==> src/rtl/rgb_pwm_sequencer_pkg.sv <==
// Shared colour constants and helpers for the RGB PWM sequencer.
package rgb_pwm_sequencer_pkg;

  localparam int unsigned NUM_COLORS = 3;
  localparam int unsigned COLOR_R    = 2;
  localparam int unsigned COLOR_G    = 1;
  localparam int unsigned COLOR_B    = 0;

  // One-hot colour select of the reset palette: red, green, blue repeating.
  function automatic logic [NUM_COLORS-1:0] default_color_sel(input int unsigned idx);
    logic [NUM_COLORS-1:0] sel;
    sel = '0;
    case (idx % 3)
      0:       sel[COLOR_R] = 1'b1;
      1:       sel[COLOR_G] = 1'b1;
      default: sel[COLOR_B] = 1'b1;
    endcase
    return sel;
  endfunction

  // Move a duty one LSB toward its target, never past it.
  function automatic int unsigned duty_toward(input int unsigned cur, input int unsigned tgt);
    if (cur < tgt) return cur + 1;
    if (cur > tgt) return cur - 1;
    return cur;
  endfunction

endpackage

==> src/rtl/rgb_pwm_sequencer_channel.sv <==
// One RGB LED: three duty registers updated on frame boundaries and
// registered PWM comparators against the shared frame counter.
module rgb_pwm_sequencer_channel
  import rgb_pwm_sequencer_pkg::*;
#(
  parameter int unsigned PWM_BITS = 8
) (
  input  logic                           clk,
  input  logic                           rst,
  input  logic                           i_frame_start,
  input  logic                           i_mode_fade,
  input  logic [PWM_BITS-1:0]            i_pwm_cnt,
  input  logic [NUM_COLORS*PWM_BITS-1:0] i_target,
  output logic [NUM_COLORS-1:0]          o_rgb
);

  logic [PWM_BITS-1:0]   r_duty [NUM_COLORS];
  logic [NUM_COLORS-1:0] r_rgb;

  always_ff @(posedge clk or posedge rst) begin
    if (rst) begin
      for (int unsigned c = 0; c < NUM_COLORS; c++) r_duty[c] <= '0;
      r_rgb <= '0;
    end else begin
      for (int unsigned c = 0; c < NUM_COLORS; c++) begin
        // Comparator uses the duty in force before any load on this edge.
        r_rgb[c] <= (i_pwm_cnt < r_duty[c]);
        if (i_frame_start) begin
          if (i_mode_fade)
            r_duty[c] <= PWM_BITS'(duty_toward(32'(r_duty[c]),
                                               32'(i_target[c*PWM_BITS +: PWM_BITS])));
          else
            r_duty[c] <= i_target[c*PWM_BITS +: PWM_BITS];
        end
      end
    end
  end

  assign o_rgb = r_rgb;

endmodule

==> src/rtl/rgb_pwm_sequencer.sv <==
// RGB LED colour sequencer: PWM timebase, dwell/step counter and writable
// palette feeding one PWM channel per LED.
module rgb_pwm_sequencer
  import rgb_pwm_sequencer_pkg::*;
#(
  parameter int unsigned PWM_BITS    = 8,
  parameter int unsigned PWM_DIV     = 4,
  parameter int unsigned STEP_CYCLES = 100000000,
  parameter int unsigned NUM_STEPS   = 3,
  parameter int unsigned NUM_LEDS    = 1
) (
  input  logic                           clk,
  input  logic                           rst,
  input  logic                           i_enable,
  input  logic                           i_mode_fade,
  input  logic                           i_wr_en,
  input  logic [$clog2(NUM_STEPS)-1:0]   i_wr_addr,
  input  logic [3*PWM_BITS-1:0]          i_wr_data,
  output logic [$clog2(NUM_STEPS)-1:0]   o_step_idx,
  output logic                           o_step_pulse,
  output logic [3*NUM_LEDS-1:0]          o_rgb_led
);

  localparam int unsigned IDX_W   = $clog2(NUM_STEPS);
  localparam int unsigned PRE_W   = (PWM_DIV > 1) ? $clog2(PWM_DIV) : 1;
  localparam int unsigned DWELL_W = $clog2(STEP_CYCLES);
  localparam int unsigned DATA_W  = NUM_COLORS * PWM_BITS;

  logic [PRE_W-1:0]    r_pre;
  logic [PWM_BITS-1:0] r_pwm_cnt;
  logic [DWELL_W-1:0]  r_dwell;
  logic [IDX_W-1:0]    r_step_idx;
  logic                r_step_pulse;
  logic [DATA_W-1:0]   r_palette [NUM_STEPS];

  logic w_tick;
  logic w_frame_start;
  logic w_dwell_tc;

  function automatic logic [DATA_W-1:0] default_entry(input int unsigned idx);
    logic [NUM_COLORS-1:0] sel;
    logic [DATA_W-1:0]     entry;
    sel = default_color_sel(idx);
    for (int unsigned c = 0; c < NUM_COLORS; c++)
      entry[c*PWM_BITS +: PWM_BITS] = {PWM_BITS{sel[c]}};
    return entry;
  endfunction

  assign w_tick        = (r_pre == PRE_W'(PWM_DIV - 1));
  assign w_frame_start = w_tick & (&r_pwm_cnt);
  assign w_dwell_tc    = (r_dwell == DWELL_W'(STEP_CYCLES - 1));

  // PWM timebase: prescaler plus free-running frame counter.
  always_ff @(posedge clk or posedge rst) begin
    if (rst) begin
      r_pre     <= '0;
      r_pwm_cnt <= '0;
    end else begin
      r_pre <= w_tick ? '0 : r_pre + PRE_W'(1);
      if (w_tick) r_pwm_cnt <= r_pwm_cnt + PWM_BITS'(1);
    end
  end

  // Dwell counter and step index; both freeze while disabled.
  always_ff @(posedge clk or posedge rst) begin
    if (rst) begin
      r_dwell      <= '0;
      r_step_idx   <= '0;
      r_step_pulse <= 1'b0;
    end else begin
      r_step_pulse <= i_enable & w_dwell_tc;
      if (i_enable) begin
        if (w_dwell_tc) begin
          r_dwell    <= '0;
          r_step_idx <= (r_step_idx == IDX_W'(NUM_STEPS - 1)) ? '0 : r_step_idx + IDX_W'(1);
        end else begin
          r_dwell <= r_dwell + DWELL_W'(1);
        end
      end
    end
  end

  // Palette; out-of-range writes are dropped.
  always_ff @(posedge clk or posedge rst) begin
    if (rst) begin
      for (int unsigned i = 0; i < NUM_STEPS; i++) r_palette[i] <= default_entry(i);
    end else if (i_wr_en && (32'(i_wr_addr) < NUM_STEPS)) begin
      r_palette[i_wr_addr] <= i_wr_data;
    end
  end

  for (genvar k = 0; k < NUM_LEDS; k++) begin : g_led
    logic [IDX_W-1:0] w_tgt_idx;
    assign w_tgt_idx = IDX_W'((32'(r_step_idx) + 32'(k)) % NUM_STEPS);

    rgb_pwm_sequencer_channel #(
      .PWM_BITS (PWM_BITS)
    ) u_channel (
      .clk           (clk),
      .rst           (rst),
      .i_frame_start (w_frame_start),
      .i_mode_fade   (i_mode_fade),
      .i_pwm_cnt     (r_pwm_cnt),
      .i_target      (r_palette[w_tgt_idx]),
      .o_rgb         (o_rgb_led[3*k +: 3])
    );
  end

  assign o_step_idx   = r_step_idx;
  assign o_step_pulse = r_step_pulse;

endmodule

==> config.mk <==
export PLATFORM = sky130hd
export DESIGN_NAME = rgb_pwm_sequencer
export DESIGN_NICKNAME = d
export VERILOG_FILES = /design/src/rtl/rgb_pwm_sequencer_pkg.sv /design/src/rtl/rgb_pwm_sequencer_channel.sv /design/src/rtl/rgb_pwm_sequencer.sv
export SDC_FILE = /design/constraint.sdc
export NUM_CORES = 1
export LEC_CHECK = 0
export ABC_AREA = 1
export CAP_MARGIN = 0
export CORE_UTILIZATION = 55
export DETAILED_ROUTE_END_ITERATION = 7
export DONT_BUFFER_PORTS = 1
export PLACE_DENSITY_LB_ADDON = 0.08
export SLEW_MARGIN = 20
export SYNTH_ARGS = -nofsm -noshare
export SYNTH_HDL_FRONTEND = slang
export SYNTH_HIERARCHICAL = 1
export SYNTH_SLANG_ARGS = --single-unit
==> constraint.sdc <==
create_clock -name clk -period 3.2 [get_ports clk]
set_input_delay 0.48 -clock clk [delete_from_list [all_inputs] [get_ports clk]]
set_output_delay 0.48 -clock clk [all_outputs]
set_load 0.03 [all_outputs]
==> results.tsv <==
stage	metric	value	unit
timing	Slew @ Worst Pin	0.7015	ns
power_and_ir_drop	Lkg Pwr	5.120	nW
power_and_ir_drop	power per cell area	485.1	nW/um2
clocking	CTS tree	yes	
timing	setup tns final	0	ns
timing	Pins Over Slew Limit	0	
placement	Placement Setup Slack	0.3144	ns
final_layout	most frequent cells in the layout	nand2_1, inv_1, nor2_1, dfrtp_1, o21ai_0	
detailed_routing	DR WL/cell	14.23	um
clocking	total number of H-tree levels	4	
floorplan	Core ar.	16060	um2
global_routing	largest net degree at the start of global routing	86	
yosys	synthesized area	9171	um2
timing	post-route worst setup slack	0.3961	ns
timing	endpoints failing setup	0	
timing	final worst-path cycle share	87.62	%
yosys	post-synthesis mux area share	0.1228	%
yosys	synth top area cells	dfrtp_1, nand2_1, ha_1, dfstp_2, inv_1	
yosys	Synth warnings	6	
timing	maximum clock frequency	356.6	MHz
job	Max-Cap Viols	0	
detailed_routing	detailed-route via count	7730	
yosys	largest family of logic cells by synthesized area	simple AND/OR/NAND/NOR gates	
worst_setup_path	WS Path Type	register to register	
detailed_routing	final routed DRC violation total	0	
power_and_ir_drop	internal power	0.003392	W
timing	min Tclk post-route	2.804	ns
worst_setup_path	critical path endpoint category	register	
yosys	dominant synthesized flop cell	dfrtp_1	
outcome	run status	completed	
final_layout	P&R area growth vs syn	8.595	%
yosys	simple-gate share of the synthesized area	33.10	%
yosys	Cells after Synth	1257	
final_layout	nets@finish	1332	
clocking	Clock transition at path regs	0.07	ns
timing	Hold Vio Cnt, Final	0	
floorplan	chip height	131.1	um
yosys	register bit count reported by yosys	139	
global_routing	first-pass GRT wire length	35780	um
placement	Placer Congestion	0.8956	
placement	I/O Buffers	0	
worst_setup_path	CP required	3.58	ns
yosys	ys async rst share	100.0	%
yosys	mean area per synthesized cell	7.296	um2
detailed_routing	DR pass1 iterations	5	
power_and_ir_drop	sw frac	29.79	%
clocking	Clk Latency, worst-skew pair	0.44	ns
clocking	Hold-fix buffers, CTS	0	
yosys	Yosys cell types	44	
detailed_routing	Detail Route Antenna Nets	0	
clocking	Root Buffer	clkbuf_16	
global_routing	number of global-route vias before repair	7231	
power_and_ir_drop	Combinational Power Share	12.8	%
floorplan	die width	131.1	um
timing	Slew Limit Headroom	53.14	%
floorplan	I/O Pins	37	
clocking	clk buf depth	2	
global_routing	total gr overflow	0	
yosys	Post-synth EDFFs	0	
power_and_ir_drop	Clock Power Share	43.5	%
worst_setup_path	critical path fanouts, max	16	
worst_setup_path	worst path arrival time	3.18	ns
power_and_ir_drop	Sequential Power Share	43.6	%
final_layout	most common cell after layout, fill and taps aside	nand2_1	
yosys	syn nets	1342	
clocking	clock sink count	139	
yosys	sequential fraction of the synthesis area	38.25	%
global_routing	initial antenna violation count	0	
timing	Clock Skew	0.008197	ns
power_and_ir_drop	worst-case vdd ir drop	419.9	uV
clocking	TritonCTS buffer count	17	
detailed_routing	Vias/cell	5.237	
yosys	Adder-Cell Fraction of Synth Area	7.367	%
worst_setup_path	Startpoint Class	register	
yosys	Synth Area in Compound Gates	9.113	%
yosys	top cell type's share of synthesized area	31.38	%
yosys	largest area contributor in the netlist	dfrtp_1	
timing	RSZ-0062 raised after global routing	no	
floorplan	# rows	46	
floorplan	Starting Density	57.11	%
final_layout	layout cell share with drive strength beyond 1	11.43	%
min_path	Hold Crit Class	input port to async pin	
detailed_routing	Final Routed Wirelength	21010	um
final_layout	diode count	0	
power_and_ir_drop	P_sw	0.001439	W
global_routing	GR Util All Layers	26.05	%
floorplan	die area	17200	um2
detailed_routing	DR iter-0 viols	513	
yosys	XOR/XNOR Fraction of Synth Area	2.674	%
placement	hpwl dp	14930	um
power by group through the flow:
stage / clock network [W] / registers, W / logic (W)
floorplan: 0 / 0.00210 / 0.000517
global placement: 0 / 0.00213 / 0.000604
detailed placement: 0 / 0.00213 / 0.000621
CTS: 0.00215 / 0.00210 / 0.000625
global route: 0.00223 / 0.00213 / 0.000720
finish: 0.00210 / 0.00211 / 0.000619
layout make-up:
type,count,area (um2)
clock buffer,17,425.4
clock inverter,15,200.2
sequential,139,3508
tap,216,270.3
fill,1430,6098
timing repair buffer,14,130.1
multi-input combinational,911,4806
inverter,164,619.3
repair_timing:
action,in CTS,in global routing
setup buffers,0,0
resized for setup,0,1
endpoints found under the setup margin,0,13
sequential cells by signal (all words and copies together), names as in the netlist:
register,count
g_led.u_channel/r_duty,24
r_pre,2
g_led.u_channel/o_rgb,3
r_dwell,27
o_step_pulse,1
r_palette,72
o_step_idx,2
r_pwm_cnt,8
layer usage:
| metal | up-vias | wire, um | track usage (%) |
|---|---|---|---|
| met2 | 176 | 9002 | 37.85 |
| li1 | 3997 | - | - |
| met4 | 0 | 337 | 7.843 |
| met5 | - | 0 | 0 |
| met1 | 3529 | 10550 | 37.25 |
| met3 | 28 | 1121 | 7.639 |
worst paths after layout:
check	startpoint	to	slack [ns]	depth (start not counted)
max	o_step_idx[0]$_DFFE_PP0P_	g_led[0].u_channel/r_duty[18]$_DFFE_PP0P_	0.40	19
min	rst	g_led[0].u_channel/o_rgb[2]$_DFF_PP0_	0.009	2
max reg2reg	o_step_idx[0]$_DFFE_PP0P_	g_led[0].u_channel/r_duty[18]$_DFFE_PP0P_	0.40	19
min reg2reg	r_pre[0]$_DFF_PP0_	r_pre[0]$_DFF_PP0_	0.44	1
max in group asynchronous	rst	r_palette[66]$_DFFE_PP1P_	2.29	2
min in group clk	i_enable	r_dwell[7]$_DFFE_PP0P_	0.18	2
critical path, stage by stage, from the launching register on:
cell      delay, ns
dfrtp_1        0.43
nand2_2        0.20
clkinv_1       0.11
buf_4          0.21
nor2_1         0.18
nand2_1        0.07
nand3_1        0.07
inv_1          0.06
ha_1           0.34
nand2_1        0.08
nand2_1        0.05
nand2_1        0.05
nand2_1        0.05
nand2_1        0.16
nand2_2        0.17
nand2_2        0.13
nand2_4        0.12
nor2_1         0.13
nand2_1        0.07
nand2_1        0.05
metrics by stage:
stage | cells | cell area (um2) | utilization [%] | hold slack, ns | power, W
2_1_floorplan | 1257 | 9175 | - | 0.4031 | 0.002617
3_3_place_gp | 1444 | 9331 | 58.11 | 0.4223 | 0.002735
3_5_place_dp | 1444 | 9331 | 58.11 | 0.4408 | 0.002754
4_1_cts | 1476 | 9957 | 62.01 | 0.01392 | 0.004875
5_1_grt | 1476 | 9960 | 62.02 | 0.03580 | 0.005075
6_report | 1476 | 9960 | 62.02 | 0.009475 | 0.004832
synthesized netlist by cell type (16+ instances only):
library cell,instances
a21oi_1,29
dfrtp_1,115
nand2_1,344
inv_1,152
nand2_2,20
nand3_1,84
nor2_1,144
ha_1,54
xor2_1,23
buf_2,18
dfstp_2,24
clkbuf_1,16
o21ai_0,85
a31oi_1,20
nand4_1,30
kinds of logic (layout without fill, tap and decap cells):
family                     Yosys count  in the layout
AOI/OAI and AO/OA                  153            153
xor gates and xnor gates            28             28
and+or+nand+nor                    675            675
buffers and inverters              207            210
muxes                                1              1
DFF                                139            139
adders and majority gates           54             54
No activity file was read; power rests on OpenSTA's default activity.
